**src/rtl/ahbl_wrr_scheduler.sv**
```systemverilog
// ahbl_wrr_scheduler: weighted round-robin grant scheduler for an N:1 AHB-Lite
// arbiter, with HMASTLOCK hold. All state advances only on hready=1.
// Optional feature macro: AHBL_WRR_SCHED_LOCK_TIMEOUT_EN (forced lock release
// after LOCK_TIMEOUT cycles, signalled by a one-cycle lock_timeout pulse).
module ahbl_wrr_scheduler #(
  parameter int N_PORTS      = 4,
  parameter int W_WEIGHT     = 4,
  parameter int LOCK_TIMEOUT = 64
) (
  input  logic                          clk,
  input  logic                          rst,
  input  logic [N_PORTS*W_WEIGHT-1:0]   cfg_weight,
  input  logic [N_PORTS-1:0]            req,
  input  logic [N_PORTS-1:0]            lock,
  input  logic                          hready,
  output logic [N_PORTS-1:0]            gnt,
  output logic [N_PORTS-1:0]            gnt_d,
  output logic                          lock_active,
  output logic                          lock_timeout
);

  localparam int PW = (N_PORTS > 1) ? $clog2(N_PORTS) : 1;

  typedef enum logic [1:0] {
    S_ARB  = 2'd0,
    S_HOLD = 2'd1,
    S_LOCK = 2'd2
  } state_t;

  state_t                state_q;
  logic [PW-1:0]         ptr_q;
  logic [PW-1:0]         owner_q;
  logic [W_WEIGHT-1:0]   credit_q;
  logic [N_PORTS-1:0]    gnt_d_q;
  logic                  lock_active_q;

  logic [N_PORTS-1:0]    gnt_s;
  logic [PW-1:0]         gnt_idx_s;
  logic [W_WEIGHT-1:0]   wsel_s;
  logic [W_WEIGHT-1:0]   credit_start_s;

  // First requester at or after 'start', wrapping at the top port.
  function automatic logic [N_PORTS-1:0] rr_pick(input logic [PW-1:0] start,
                                                 input logic [N_PORTS-1:0] r);
    logic [N_PORTS-1:0] pick;
    logic               found;
    int                 idx;
    pick  = '0;
    found = 1'b0;
    for (int off = 0; off < N_PORTS; off++) begin
      idx = (int'(start) + off) % N_PORTS;
      if (!found && r[idx]) begin
        pick[idx] = 1'b1;
        found     = 1'b1;
      end
    end
    return pick;
  endfunction

  // Index of the set bit of a onehot vector (0 when empty).
  function automatic logic [PW-1:0] oh_enc(input logic [N_PORTS-1:0] oh);
    logic [PW-1:0] idx;
    idx = '0;
    for (int i = 0; i < N_PORTS; i++) begin
      if (oh[i]) begin
        idx = PW'(i);
      end
    end
    return idx;
  endfunction

  // Successor port index, wrapping to 0.
  function automatic logic [PW-1:0] next_idx(input logic [PW-1:0] i);
    return (i == PW'(N_PORTS - 1)) ? '0 : i + PW'(1);
  endfunction

  // Address-phase grant: owner is held in HOLD/LOCK, otherwise round-robin.
  // A HOLD owner that drops its request hands over in the same cycle.
  always_comb begin
    gnt_s = '0;
    case (state_q)
      S_ARB: begin
        gnt_s = rr_pick(ptr_q, req);
      end
      S_HOLD: begin
        if (req[owner_q]) begin
          gnt_s = N_PORTS'(1) << owner_q;
        end else begin
          gnt_s = rr_pick(next_idx(owner_q), req);
        end
      end
      S_LOCK: begin
        gnt_s = N_PORTS'(1) << owner_q;
      end
      default: begin
        gnt_s = '0;
      end
    endcase
    if (rst) begin
      gnt_s = '0;
    end else begin
      gnt_s = gnt_s;
    end
  end

  // Weight of the port being granted, with 0 treated as 1, minus the
  // transfer that starts the turn.
  always_comb begin
    gnt_idx_s      = oh_enc(gnt_s);
    wsel_s         = cfg_weight[gnt_idx_s*W_WEIGHT +: W_WEIGHT];
    credit_start_s = '0;
    if (wsel_s == '0) begin
      credit_start_s = '0;
    end else begin
      credit_start_s = wsel_s - W_WEIGHT'(1);
    end
  end

`ifdef AHBL_WRR_SCHED_LOCK_TIMEOUT_EN
  localparam int CW = $clog2(LOCK_TIMEOUT + 1) + 1;
  logic [CW-1:0] lock_cnt_q;
  logic          lock_timeout_q;
  assign lock_timeout = lock_timeout_q;
`else
  // No timeout hardware: a lock is held for as long as the master asks.
  assign lock_timeout = 1'b0 & (LOCK_TIMEOUT > 0);
`endif

  // Scheduler FSM: pointer, owner, credit, data-phase owner and lock status.
  always_ff @(posedge clk) begin
    if (rst) begin
      state_q       <= S_ARB;
      ptr_q         <= '0;
      owner_q       <= '0;
      credit_q      <= '0;
      gnt_d_q       <= '0;
      lock_active_q <= 1'b0;
`ifdef AHBL_WRR_SCHED_LOCK_TIMEOUT_EN
      lock_cnt_q     <= '0;
      lock_timeout_q <= 1'b0;
`endif
    end else begin
`ifdef AHBL_WRR_SCHED_LOCK_TIMEOUT_EN
      lock_timeout_q <= 1'b0;
`endif
      if (hready) begin
        gnt_d_q <= gnt_s & (req | {N_PORTS{state_q == S_LOCK}});
        case (state_q)
          S_LOCK: begin
            if (!lock[owner_q]) begin
              state_q       <= S_ARB;
              ptr_q         <= next_idx(owner_q);
              lock_active_q <= 1'b0;
            end
`ifdef AHBL_WRR_SCHED_LOCK_TIMEOUT_EN
            else if (lock_cnt_q == CW'(LOCK_TIMEOUT - 1)) begin
              state_q        <= S_ARB;
              ptr_q          <= next_idx(owner_q);
              lock_active_q  <= 1'b0;
              lock_timeout_q <= 1'b1;
            end else begin
              lock_cnt_q <= lock_cnt_q + CW'(1);
            end
`endif
          end
          S_ARB, S_HOLD: begin
            if (state_q == S_HOLD && req[owner_q]) begin
              // Continuing turn; a locked transfer overrides credit counting.
              if (lock[owner_q]) begin
                state_q       <= S_LOCK;
                lock_active_q <= 1'b1;
`ifdef AHBL_WRR_SCHED_LOCK_TIMEOUT_EN
                lock_cnt_q    <= '0;
`endif
              end else if (credit_q <= W_WEIGHT'(1)) begin
                credit_q <= '0;
                ptr_q    <= next_idx(owner_q);
                state_q  <= S_ARB;
              end else begin
                credit_q <= credit_q - W_WEIGHT'(1);
              end
            end else if (gnt_s != '0) begin
              // New turn start (also after a HOLD owner walked away).
              owner_q <= gnt_idx_s;
              if (lock[gnt_idx_s]) begin
                state_q       <= S_LOCK;
                lock_active_q <= 1'b1;
`ifdef AHBL_WRR_SCHED_LOCK_TIMEOUT_EN
                lock_cnt_q    <= '0;
`endif
              end else if (credit_start_s != '0) begin
                credit_q <= credit_start_s;
                state_q  <= S_HOLD;
              end else begin
                credit_q <= '0;
                ptr_q    <= next_idx(gnt_idx_s);
                state_q  <= S_ARB;
              end
            end else begin
              // Nobody to grant: an abandoned HOLD turn still passes the pointer on.
              if (state_q == S_HOLD) begin
                ptr_q <= next_idx(owner_q);
              end
              state_q <= S_ARB;
            end
          end
          default: begin
            state_q <= S_ARB;
          end
        endcase
      end
    end
  end

  assign gnt         = gnt_s;
  assign gnt_d       = gnt_d_q;
  assign lock_active = lock_active_q;

endmodule

```
**config.mk**
```make
export PLATFORM = sky130hd
export DESIGN_NAME = ahbl_wrr_scheduler
export DESIGN_NICKNAME = d
export VERILOG_FILES = /design/src/rtl/ahbl_wrr_scheduler.sv
export SDC_FILE = /design/constraint.sdc
export NUM_CORES = 1
export LEC_CHECK = 0
export ABC_AREA = 1
export CORE_MARGIN = 2
export CORE_UTILIZATION = 55
export CTS_CLUSTER_DIAMETER = 80
export DETAILED_ROUTE_END_ITERATION = 16
export PLACE_DENSITY = 0.8
export SLEW_MARGIN = 30
export SYNTH_ARGS = -nofsm -noshare
export SYNTH_HDL_FRONTEND = slang
export SYNTH_SLANG_ARGS = --single-unit
```
**constraint.sdc**
```tcl
create_clock -name clk -period 3.8 [get_ports clk]
set_input_delay 1.14 -clock clk [delete_from_list [all_inputs] [get_ports clk]]
set_output_delay 1.14 -clock clk [all_outputs]
set_load 0.05 [all_outputs]
```
### Word-level counts from Yosys, hierarchy flattened

Cells that the tools add are included.

* logic and storage cells: 221
* bits in latches: 0
* bits in writable memories: 0
* memories kept: 0
* output and inout bits: 10
* ROM bits: 0
* bits in registers: 15
* bits of input ports: 27

* $add $sub $neg: 10
* equality and inequality tests: 16
* div/mod/pow operators: 0
* bitwise operators: 15
* multiplexer cells: 114
* $lt $le $gt $ge: 19
* reductions and logical operators: 39
* multiply operators: 0
* shift-type cells: 2

Operator list (number)
* $mux W4: 26
* $mux W1: 47
* $mux W2: 18
* $or A4 B4 Y4: 7
* $lt A3 B4 Y1 const B: 6
* $bmux W1 S2: 11
* $ge A3 B1 Y1 const B: 6
* $demux W1 S2: 8
* $ne A4 B4 Y1 const B: 4
* $shiftx A16 B5 Y4: 1
* $logic_and A1 B1 Y1: 15
* $ne A3 B3 Y1 const B: 5
* $reduce_or A2 Y1: 7
* $lt A2 B3 Y1 const B: 4
* $pmux W4 S3: 1
* $add A2 B1 Y2 const B: 4
* $add A2 B2 Y2 const B: 4
* $pmux W2 S2: 2
* $reduce_and A8 Y1: 1
* $reduce_bool A4 Y1: 2
* $sub A4 B1 Y4 const B: 2
* $and A1 B1 Y1 const A: 6
* $eq A2 B2 Y1 const B: 3
* $logic_not A1 Y1: 6
* 15 further kinds: 19

### Depth between registers and ports, before layout

* depth in word-level cells: 35
* mapped depth: 27
* gate-level depth less buffers: 25

### Least setup slack after synthesis

OpenSTA, ideal clock, no wires.

* kind: input port to output port
* from: in req[3]
* to: out gnt[2]
* setup slack: 0.277 ns
* path buffers: 0
* required time: 2.660 ns
* arrival: 2.383 ns
* cell stages on the path: 11
* path through: nand2_1 nand3_4 nand2_4 nand2_4 nor2_4 nand2_1 nand2_1 nand2_1 nand3_1 nand2_1 inv_1

* word-level cells in the longest chain between the ends: 21
* elaborated cells on any way between the ends: 77
* classes of those cells: 59 x mux; 6 x bitwise; 12 x reduce/logical

RTL lines
* start: declaration: line 13 `input logic [N_PORTS-1:0] req,`
* $bmux W1 S2: line 52 `if (!found && r[idx]) begin`
* $mux W1 (implied by the code): line 52
* $mux W1: line 52
* $mux W1: line 86 `if (req[owner_q]) begin`
* $mux W1: line 81 `case (state_q)`
* $logic_not A1 Y1: line 52
* $logic_and A1 B1 Y1: line 52
* $mux W1: line 52
* [... 5 more ...]
* $mux W1: line 86
* $mux W1: line 81
* $logic_not A1 Y1: line 52
* $logic_and A1 B1 Y1: line 52
* $mux W4: line 52
* $mux W4: line 86
* $pmux W4 S3 *: line 81
* $mux W4 *: line 99 `if (rst) begin`
* end: declaration: line 16 `output logic [N_PORTS-1:0] gnt,`

Mark *: on every way between the ends. The rest lies on a longest branch, timed or not. The select of a mux whose other input is x is not followed.

### Final worst setup path

* from: in req[0]
* to: out gnt[2]

The elaborated chain is that of the path after synthesis.

==> results_dict.tcl <==
set metrics [dict create \
    postLayoutCellArea_sq_um 2990 \
    dr.pass1.iters 5 \
    combPwrFrac 0.824 \
    core_sq_um 3970 \
    synth_xor_area_frac 0.00782 \
    layout.nets 504 \
    maxCapViolations 0 \
    netSwitchingFraction 0.551 \
    wire_per_inst_um 12.3 \
    wl_um 6250 \
    path_delay_family "simple AND/OR/NAND/NOR gates" \
    drv_slew 0 \
    critPathMaxFanout 6 \
    drtIter0Drc 212 \
    worst_r2r_path_depth 24 \
    rrSetupSlack_ns 0.68 \
    worstSetupPathType "in -> out" \
    cts_max_path_buffers 2 \
    synth_cell_types 30 \
    cts_hold_buf 0 \
    slew_headroom 0.663 \
    setup_viol 0 \
    muxShareOfSynthArea 0 \
    fin_skew_ns 0.00144 \
    crit_top_cell "nand2_1" \
    cp_cell_sequence "clkbuf_4 -> nand2_1 -> nand2_1 -> nand2_1 -> nand2_2 -> inv_2 -> nor2_4 -> nand2_1 -> nand3_1 -> nand2_1 -> nand3_1 -> nand2_1 -> inv_2 -> buf_12" \
    rsz0062_at_grt "false" \
    cp.arrival_ns 2.54 \
    vdd_drop_max_mv 0.396 \
    ant_nets 0 \
    grt_overflow 0 \
    synth_top_family_by_area "simple AND/OR/NAND/NOR gates" \
    powerDensity_nw_per_um2 684 \
    via_per_inst 5.30 \
    fmax_mhz 272 \
    power_frac_seq 0.112 \
    endpoint "gnt[2]" \
    worstMarginPinSlew_ns 0.504 \
    clk_pin_slew_ns 0.06 \
    syn_area_sq_um 2240 \
    synthAdderAreaFrac 0.101 \
    p_sw_mw 1.13 \
    synth_cells 388 \
    p_int_mw 0.919 \
    avgSynthCellArea_sq_um 5.77 \
    yosysSeqAreaShare 0.134 \
    dieArea_sq_um 4600 \
    yosysWarnings 0 \
    grt_usage 0.292 \
    grt_pass1_wl_um 10500 \
    pin_count 37 \
    post-route-util 0.752 \
    syn_to_final_growth_pct 33.4 \
    die_x_um 67.8 \
    grt_max_degree 14 \
    htree_levels 1 \
    cp.depth 14 \
    clockRootBuffer "clkbuf_8" \
    hold_class "reg -> reg" \
    worst-path-buf-inv 4 \
    dpl_cell_area_sq_um 2880 \
    cp-startpoint "req[0]" \
    n_antenna_cell 0 \
    postSynth.asyncResetShare 0 \
    crit_slowest_cell "clkbuf_4" \
    post-dp-hpwl_um 4970 \
    clock_sinks 15 \
    cts_tree "done" \
    p_leak_nw 1.60 \
    timing.final.crit_share 0.968 \
    cp.required_ns 2.66 \
    num_vias 2690 \
    ys_ff_latch 15 \
    grt_pass1_vias 2458 \
    rr_endpoint "ptr_q[0]" \
    numCtsBuffers 3 \
    clk_latency_ns 0.25 \
    num_rows 23 \
    total_power_mw 2.05 \
    place.gp.congestion 0.966 \
    drcViolationCount 0 \
    synthFlopType "dfxtp_1" \
    power.share.clock 0.064 \
    endpoint_kind "primary output" \
    whs_ns 0.449 \
    cp-start-kind "primary input" \
    antenna_found_initial 0 \
    die_height_um 67.8 \
    initial_core_util 0.564 \
    period_needed_ns 3.68 \
    synth_edf_count 0 \
    synth_nets 433 \
    yosys.area_share.simple 0.568 \
    drive_above_1_share 0.240 \
    portBuffers 35 \
    r2r_start "owner_q[1]" \
    hold_viol_final 0 \
    cp_slowest_stage_delay_ns 0.17 \
    outcome "completed" \
    synth-compound-area-share 0.0816 \
]
-- routing by layer --
layer  up-vias  wire length [um]  global-route usage
li1       1372                 -                   -
met1      1191              2710               0.375
met3         8               446              0.0461
met2       119              2990               0.520
met5         -                 0                   0
met4         0               106              0.0550
-- state kept, by name, indices dropped and copies added (netlist names) --
register / cells
owner_q: 2
state_q: 2
lock_active: 1
gnt_d: 4
ptr_q: 2
credit_q: 4
-- cell type report --
cell class                      count  area [sq um]
Timing Repair Buffer               71           643
Sequential cell                    15           300
Tap cell                           50          62.6
Multi-Input combinational cell    317          1740
Clock inverter                      1          5.00
Fill cell                         356           983
Inverter                           51           196
Clock buffer                        3          41.3
-- worst min-delay path: cells and delay by family (launching register included) --
| kind | cells | cell delay [ns] |
|---|---|---|
| compound gates | 1 | 0.05 |
| buf+inv | 1 | 0.05 |
| flops | 1 | 0.31 |
-- synth_stat cells (3+ instances only) --
| cell | count | area share |
|---|---|---|
| nor2_1 | 27 | 0.045 |
| o211ai_1 | 6 | 0.020 |
| a21oi_1 | 17 | 0.038 |
| nand4_1 | 5 | 0.014 |
| nand3_2 | 6 | 0.027 |
| nand2_4 | 6 | 0.030 |
| dfxtp_1 | 15 | 0.13 |
| inv_1 | 40 | 0.067 |
| nand3_4 | 3 | 0.023 |
| nand2_1 | 140 | 0.23 |
| nand3_1 | 49 | 0.11 |
| ha_1 | 18 | 0.10 |
| inv_2 | 9 | 0.015 |
| nand2_2 | 17 | 0.047 |
| nor2_2 | 5 | 0.014 |
| o21ai_0 | 7 | 0.016 |
-- cells in the final DEF, fill, tap and decap left out, drive strengths merged --
cell type        n
xor2             1
conb             1
o211ai           6
clkinv           2
nand3b           1
o21ai            8
buf             40
nand2          163
nand3           58
inv             50
nand4            5
nor2            34
clkdlybuf4s50   27
xnor2            1
a21oi           18
ha              18
clkbuf           7
nor3             3
dfxtp           15
-- power groups by stage --
stage	registers [mW]	clock network [mW]	logic, mW
global route	0.235	0.139	1.86
global placement	0.232	0	1.56
finish	0.230	0.131	1.68
floorplan	0.269	0	1.07
detailed placement	0.233	0	1.59
CTS	0.229	0.133	1.64
-- cells by family after synthesis --
| family | Yosys count |
|---|---|
| adder cells (fa/ha/maj) | 18 |
| flip-flops | 15 |
| AO/OA/AOI/OAI | 32 |
| other | 1 |
| XOR/XNOR | 2 |
| AND/OR/NAND/NOR | 264 |
| buffers and inverters | 56 |
-- how the worst min path moves through the flow --
stage,end,startpoint,depth (start not counted)
final,lock_active,lock_active,2
after global placement,lock_active,lock_active,2
after global routing,lock_active,lock_active,2
after CTS,lock_active,lock_active,2
after floorplan,state_q[0],state_q[0],2
after detailed placement,lock_active,lock_active,2
-- timing repair --
item,4_1_cts,5_1_grt
buffers inserted,3,2
pin swaps,2,7
endpoints found under the setup margin,4,4
resized for setup,16,13
-- stage by stage --
stage / cells / setup slack, ns / TNS [ns]
5_1_grt: 508 / 0.00167 / 0
2_1_floorplan: 388 / 0.277 / 0
6_report: 508 / 0.121 / 0
3_3_place_gp: 499 / -0.329 / -1.54
3_5_place_dp: 499 / -0.364 / -1.82
4_1_cts: 506 / 0.00859 / 0
Note: power is estimated with default switching activity, not from simulation.
